===== src/rtl/header_buffer.sv =====
// Block-header store: byte-wide writes from the command controller, 32-bit big-endian
// word stream to the hash core, and an in-place little-endian nonce increment.
module header_buffer #(
    parameter int NUM_BYTES  = 80,
    parameter int NONCE_ADDR = 76
) (
    input  logic        clk,
    input  logic        rst,
    input  logic        load,
    input  logic [6:0]  address,
    input  logic [7:0]  rx_data,
    input  logic        start_hash,
    input  logic        nonce_inc,
    output logic [31:0] word_out,
    output logic        word_valid,
    input  logic        word_ready,
    output logic        word_last,
    output logic        stream_busy,
    output logic [31:0] nonce_out,
    output logic        write_err
);

    localparam int ADDR_W    = 7;
    localparam int NUM_WORDS = NUM_BYTES / 4;
    localparam int IDX_W     = $clog2(NUM_WORDS);

    localparam logic [IDX_W-1:0]  LAST_IDX = IDX_W'(NUM_WORDS - 1);
    localparam logic [ADDR_W-1:0] LIMIT    = ADDR_W'(NUM_BYTES);
    localparam logic [ADDR_W-1:0] NONCE_B0 = ADDR_W'(NONCE_ADDR);
    localparam logic [ADDR_W-1:0] NONCE_B1 = ADDR_W'(NONCE_ADDR + 1);
    localparam logic [ADDR_W-1:0] NONCE_B2 = ADDR_W'(NONCE_ADDR + 2);
    localparam logic [ADDR_W-1:0] NONCE_B3 = ADDR_W'(NONCE_ADDR + 3);

    typedef enum logic {
        IDLE   = 1'b0,
        STREAM = 1'b1
    } state_t;

    state_t            state;
    state_t            state_next;
    logic [7:0]        mem [NUM_BYTES];
    logic [IDX_W-1:0]  idx;
    logic              inc_pending;

    logic              in_idle;
    logic              in_stream;
    logic              handshake;
    logic              stream_done;
    logic              write_ok;
    logic              load_nonce;
    logic              do_inc;
    logic [ADDR_W-1:0] base;
    logic [31:0]       nonce_next;

    assign in_idle     = (state == IDLE);
    assign in_stream   = (state == STREAM);
    assign handshake   = in_stream & word_ready;
    assign stream_done = handshake & (idx == LAST_IDX);

    assign write_ok   = load & in_idle & (address < LIMIT);
    assign load_nonce = write_ok & (address >= NONCE_B0) & (address <= NONCE_B3);

    // A same-cycle load to any nonce byte overrides the increment entirely;
    // a deferred increment lands on the edge that leaves STREAM.
    assign do_inc = (in_idle & nonce_inc & ~load_nonce)
                  | (stream_done & (inc_pending | nonce_inc));

    assign base       = ADDR_W'({idx, 2'b00});
    assign word_out   = {mem[base], mem[base + 7'd1], mem[base + 7'd2], mem[base + 7'd3]};
    assign word_valid = in_stream;
    assign word_last  = in_stream & (idx == LAST_IDX);
    assign stream_busy = in_stream;

    assign nonce_out  = {mem[NONCE_B3], mem[NONCE_B2], mem[NONCE_B1], mem[NONCE_B0]};
    assign nonce_next = nonce_out + 32'd1;

    always_comb begin
        state_next = state;
        case (state)
            IDLE:    if (start_hash)  state_next = STREAM;
            STREAM:  if (stream_done) state_next = IDLE;
            default: state_next = IDLE;
        endcase
    end

    always_ff @(posedge clk) begin
        if (rst) begin
            state       <= IDLE;
            idx         <= '0;
            inc_pending <= 1'b0;
            write_err   <= 1'b0;
        end else begin
            state     <= state_next;
            write_err <= load & (in_stream | (address >= LIMIT));
            if (in_idle & start_hash) begin
                idx <= '0;
            end else if (handshake) begin
                idx <= stream_done ? '0 : idx + 1'b1;
            end
            if (stream_done) begin
                inc_pending <= 1'b0;
            end else if (in_stream & nonce_inc) begin
                inc_pending <= 1'b1;
            end
        end
    end

    // Header memory; the load is placed after the increment so it wins on overlap.
    always_ff @(posedge clk) begin
        if (rst) begin
            for (int i = 0; i < NUM_BYTES; i++) begin
                mem[i] <= '0;
            end
        end else begin
            if (do_inc) begin
                for (int k = 0; k < 4; k++) begin
                    mem[NONCE_B0 + ADDR_W'(k)] <= nonce_next[8*k +: 8];
                end
            end
            if (write_ok) begin
                mem[address] <= rx_data;
            end
        end
    end

endmodule

===== config.mk =====
export PLATFORM = sky130hd
export DESIGN_NAME = header_buffer
export DESIGN_NICKNAME = d
export VERILOG_FILES = /design/src/rtl/header_buffer.sv
export SDC_FILE = /design/constraint.sdc
export NUM_CORES = 1
export LEC_CHECK = 0
export BUFFER_PORTS_ARGS = -buffer_cell sky130_fd_sc_hd__buf_2
export CAP_MARGIN = 20
export CORE_ASPECT_RATIO = 0.9
export CORE_MARGIN = 8
export CORE_UTILIZATION = 55
export CTS_CLUSTER_DIAMETER = 200
export DETAILED_ROUTE_END_ITERATION = 8
export PLACE_DENSITY_LB_ADDON = 0.08
export SYNTH_ARGS = -nofsm -noshare
export SYNTH_HDL_FRONTEND = slang
export SYNTH_SLANG_ARGS = --single-unit

===== constraint.sdc =====
create_clock -name clk -period 3.8 [get_ports clk]
set_input_delay 0.76 -clock clk [delete_from_list [all_inputs] [get_ports clk]]
set_output_delay 0.76 -clock clk [all_outputs]
set_load 0.01 [all_outputs]

==> flow_summary.ini, run 1 <==
[clock_network]
cts.htree.levels = 3
cts_buffer_depth = 3
cts-root-buf = clkbuf_16
clkTransAtPathRegs_ns = 0.06
clock_latency_ns = 0.68
cts_sinks = 1037
cts_buffers = 105
postCtsHoldBufs = 0
tritoncts = yes

[timing]
clock_skew_ns = 0.0273
setup_viol = 0
grt_setup_unrepaired = true
hold_slack_ns = 0.425
period_needed_ns = 3.75
finalHoldViolCount = 0
max_slew_margin_pct = 21.5
max_freq_mhz = 267
slew_viol_final = 0
fin_crit_sh_pct = 98.6
worstMarginPinSlew_ns = 1.18

[critical_path]
worstSetupEndpointType = primary output
rrSetupSlack_ns = 0.57
path_max_fanout = 15
path_cells = buf_4 -> buf_16 -> mux4_2 -> a221o_1 -> a21oi_2 -> a31oi_1 -> buf_2
worstReg2RegStart = idx[1]
worst_setup_path_start_kind = register
crit_type = register to primary output
cp_top_family = compound AO/OA/AOI/OAI gates
slowest_delay_ns = 0.54
crit_path_start = idx[1]
path_buf_inv = 3
cp_slowest_cell = mux4_2
worstPathArrival_ns = 2.99
cp.required_ns = 3.04

[drt]
vias = 25200
drt_iter0_drc = 2149
antenna_left = 0
drcViolationCount = 0
via_per_inst = 5.69
routed_wl_um = 111000
dr.pass1.iters = 5
wl_per_cell_um = 25.0

[place]
gp_congestion = 0.839
dp_hpwl_um = 70700
io_buffer_count = 88
placed_area_mm2 = 0.0493
dp_cells = 4217

[synthesis]
postSynthAreaPerCell_um2 = 16.7
synth.area.top_cells = edfxtp_1 67%, mux4_2 11%, and2_1 8.4%
synth-seq-cells = 1037
synth_top_cells_by_count = 1024 x edfxtp_1, 611 x and2_1, 228 x mux4_2
post-synth-top-count-cell = edfxtp_1
synth-edff-count = 1024
synth_cell_types = 57
ys_seq_area_share_pct = 67.9
synthesis.instances = 2744
yosysTopAreaCell = edfxtp_1
synthesis.area_mm2 = 0.0457
dominantRegCellSynth = edfxtp_1
ys_async_sr_fraction_pct = 0
synth_top_area_share_pct = 67.3
synth-warning-count = 0

[global_routing]
top_usage_layer = met2
grt_first_pass_wirelength_um = 165000
grt_util_met3_pct = 4.79
grt_max_degree = 87
grt_antenna_before_repair = 2
use_met1_pct = 33.9
grt_pass1_vias = 25700
grt_util_met2_pct = 38.7
grt_overflow = 0
grt_use_total_pct = 24.1

[cells_and_area]
drive_gt1_share_pct = 24.7
seq_area_mm2 = 0.0310
final_nets = 3297
fin_cells = 4435
final_cell_area_mm2 = 0.0531
postLayoutCoreUtil_pct = 64.4
multi_input_area_mm2 = 0.0154
n_fill_cell = 5927
area_growth_pct = 16.1

[power]
irDropWorstVdd_mv = 0.430
internal-power_mw = 19.5
powerDensity_mw_per_mm2 = 468
p_sw_share_pct = 21.6
p_sw_mw = 5.36
p_clk_share_pct = 40.7
seqPwrFrac_pct = 54.0
p_comb_share_pct = 5.4
p_leak_nw = 19.3

[die]
num_rows = 100
die_h_um = 289
core_area_mm2 = 0.0825
start_util_pct = 55.4
die-area_mm2 = 0.0926
chipWidth_um = 320
ios = 89

[job]
cap_viol_max_count = 0

[outcome]
status = complete, no violations

[hold_path]
min_from = start_hash
hp-class = input port to register
cells by family after synthesis:
group | count (synthesis) | synth area share (%)
adders and majority gates | 2 | 0.0548
buffers and inverters | 193 | 1.79
other | 1 | 0.00821
xor gates and xnor gates | 33 | 0.632
muxes | 360 | 14.4
DFF | 1037 | 67.9
and+or+nand+nor | 925 | 12.4
AOI/OAI and AO/OA | 193 | 2.94
flip-flops by register name, indices dropped and copies added, names as in the netlist, named ones only:
name / cells
write_err: 1
idx: 5
mem: 1024
inc_pending: 1
stream_busy: 1
metrics by stage:
step | total power, mW | worst slack (ns) | setup TNS, ns
after global routing | 25.5 | -0.0199 | -0.0199
after detailed placement | 14.9 | 0.499 | 0
after floorplan | 14.3 | 0.722 | 0
after global placement | 14.9 | 0.493 | 0
final | 24.8 | 0.0530 | 0
after CTS | 25.0 | -0.00818 | -0.00818
worst register-to-register path: stages (launching register included):
cell and delay, ns:
dfxtp_4 0.47, buf_4 0.19, bufbuf_16 0.38, ha_1 0.23, nor4bb_1 0.30, buf_4 0.20
and2_1 0.24, o22ai_1 0.16, nor2b_1 0.20, o21ai_0 0.47
repair_timing:
| item | 4_1_cts | 5_1_grt |
|---|---|---|
| endpoints found under the hold margin | 0 | 0 |
| buffers inserted | 7 | 11 |
| endpoints found under the setup margin | 29 | 14 |
| gates cloned | 3 | 0 |
| gates resized for setup | 30 | 13 |
metal layers:
| layer | up-vias | routed length, um | part of all wire, % |
|---|---|---|---|
| met5 | - | 0 | 0 |
| met4 | 0 | 2640 | 2.4 |
| met3 | 160 | 9150 | 8.2 |
| met2 | 964 | 52500 | 47 |
| met1 | 12900 | 46700 | 42 |
| li1 | 11200 | - | - |
power groups by stage:
| stage | Combinational [mW] | Clock (mW) | Sequential, mW |
|---|---|---|---|
| detailed placement | 1.28 | 0 | 13.6 |
| CTS | 1.32 | 10.2 | 13.4 |
| finish | 1.33 | 10.1 | 13.4 |
| global route | 1.44 | 10.6 | 13.4 |
| global placement | 1.26 | 0 | 13.6 |
| floorplan | 0.771 | 0 | 13.5 |
final timing paths:
check / to / cells after the start
worst min-delay path: stream_busy / 3
worst max register to register: mem[76][0] / 9
worst min register to register: inc_pending / 2
worst max-delay path: word_out[20] / 7
placed cells by master (no fill, tap or decap), drive strengths merged, types with 19 or more instances in the layout:
cell    synthesis  final
nand2          33     33
or2            88     88
nor2          119    119
clkinv          0     47
mux2           82     82
conb            1    384
mux4          228    228
buf            66    222
o21ai          36     36
o22ai          22     22
nor2b          19     19
clkbuf        118    131
a21oi          20     20
mux2i          50     50
edfxtp       1024   1024
and2          612    612
layout make-up:
type                    count  share of cell area (%)
inverters                   9                  0.0637
well taps                1071                    2.53
clock buffers             131                    5.21
clock inverters            65                    1.13
multi-input cells        1897                    29.1
flip-flops and latches   1037                    58.5
diodes                      1                 0.00472
repair buffers            224                    3.50
Power figures use the tool's default switching activity.
==> run 2: changes to the inputs <==
PLACE_DENSITY = 0.82   (was default)
PLACE_DENSITY_LB_ADDON = default   (was 0.08)
==> run 2 against run 1 <==
  * Register-to-register slack improved by 0.09 ns
  * First-iteration DRC count rose by 33%
  * Routed wire length fell by 2.1%
  * Via count rose by 2.0%
  * Non-clock buffer count rose by 4
  * Sequential power barely moved
  * Critical path type unchanged
  * Highest routed layer is now met5
==> flow_summary.ini, run 2 (synthesized netlist as in run 1, its figures left out) <==
[die]
start_util_pct = 55.4
ios = 89
die-area_mm2 = 0.0926
core_area_mm2 = 0.0825
num_rows = 100
chipWidth_um = 320
die_h_um = 289

[cells_and_area]
n_fill_cell = 5372
postLayoutCoreUtil_pct = 64.5
final_nets = 3298
fin_cells = 4434
area_growth_pct = 16.4
largest_register = mem
final_cell_mix = 1024 x edfxtp_1, 611 x and2_1, 384 x conb_1, 228 x mux4_2, 112 x buf_4
largest_reg_flops = 1024
drive_gt1_share_pct = 25.0
reg_top3 = mem (1024), idx (5)
final_common_cell = edfxtp_1

[place]
gp_congestion = 0.873
dp_slack_ns = 0.414
io_buffer_count = 88
dp_hpwl_um = 68000
dp_cells = 4220

[drt]
routed_wl_um = 109000
dr.pass1.iters = 6
wl_per_cell_um = 24.5
drt_iter0_drc = 2852
vias = 25700
via_per_inst = 5.80
drcViolationCount = 0
antenna_left = 0

[clock_network]
tritoncts = yes
postCtsHoldBufs = 0
cts.htree.levels = 3
cts_sinks = 1037
cts_buffers = 102
cts_buffer_depth = 3
cts-root-buf = clkbuf_16
clkTransAtPathRegs_ns = 0.06
clock_latency_ns = 0.68

[hold_path]
hp-class = input port to register
holdPathStages = 3

[critical_path]
path_max_fanout = 14
worst_setup_path_start_kind = register
path_depth = 6
cp.required_ns = 3.04
cp_slowest_cell = dfxtp_4
path_buf_inv = 2
worstSetupEndpointType = primary output
worstPathArrival_ns = 2.99
rrSetupSlack_ns = 0.66
crit_type = register to primary output
slowest_delay_ns = 0.57
cp_top_family = multiplexers
path_cells = buf_12 -> mux4_2 -> mux2i_1 -> nor2_1 -> o21a_1 -> buf_2
rr_worst_depth = 10

[power]
p_leak_nw = 19.4
powerDensity_mw_per_mm2 = 472
irDropWorstVdd_mv = 0.444

[global_routing]
grt_overflow = 0
grt_first_pass_wirelength_um = 164000
grt_use_total_pct = 23.5
grt_pass1_vias = 26200
grt_max_degree = 129
grt_antenna_before_repair = 1

[timing]
worstMarginPinSlew_ns = 1.11
grt_setup_unrepaired = false
finalHoldViolCount = 0
fin_setup_tns_ns = 0
fin_crit_sh_pct = 98.8
period_needed_ns = 3.75
setup_viol = 0
max_freq_mhz = 266
hold_slack_ns = 0.416
slew_viol_final = 0
max_slew_margin_pct = 26.1
worst_slack_ns = 0.0461
clock_skew_ns = 0.0634

[job]
cap_viol_max_count = 0

[outcome]
status = complete, no violations
run 2: changes by cell type in the layout (fill, tap and decap cells not counted), sizes merged:
cell and delta:
buf +4, bufinv +4, clkbuf -10, clkinv +5
clkinvlp -2, inv -2
run 2: per-stage QoR:
| step | power, mW | cell area, um2 |
|---|---|---|
| floorplan | 14.3 | 47100 |
| global placement | 14.8 | 49300 |
| detailed placement | 14.9 | 49300 |
| CTS | 25.1 | 53000 |
| global route | 25.7 | 53200 |
| finish | 25.1 | 53200 |
run 2: repair_timing:
| item | 4_1_cts | 5_1_grt |
|---|---|---|
| setup buffers | 10 | 6 |
| resized for setup | 16 | 18 |
| gates cloned | 2 | 0 |
| setup endpoints to repair | 32 | 16 |
run 2: cell type report:
class	count	area (um2)	area share, %
multi-input cells	1897	15400	29.0
diodes	1	2.50	0.00470
inverters	9	33.8	0.0635
clock buffers	121	2690	5.05
well taps	1071	1340	2.52
flip-flops and latches	1037	31000	58.3
clock inverters	70	772	1.45
repair buffers	228	1920	3.62
run 2: worst min-delay path, cell delays in order:
cell      delay (ns)
buf_2           0.11
nand2b_1        0.11
nor2_1          0.06
run 2: worst paths after layout:
kind,start,to
worst max register to register,idx[1],mem[76][3]
worst min register to register,inc_pending,inc_pending
worst max-delay path,idx[2],word_out[18]
worst min-delay path,load,write_err
run 2: where the power goes:
part / internal, mW / switching (mW) / leakage [nW]
clock network: 5.97 / 4.40 / 1.70
logic: 0.493 / 0.826 / 7.21
registers: 13.2 / 0.219 / 10.5
total: 19.6 / 5.44 / 19.4
run 2: metal layers:
metal  track usage [%]  routed length, um  vias up
met5                 0                 13        -
met4              7.73               3470        2
met3              4.73              10000      217
met2              38.2              52600     1273
met1              32.0              42400    13100
li1                  -                  -    11100
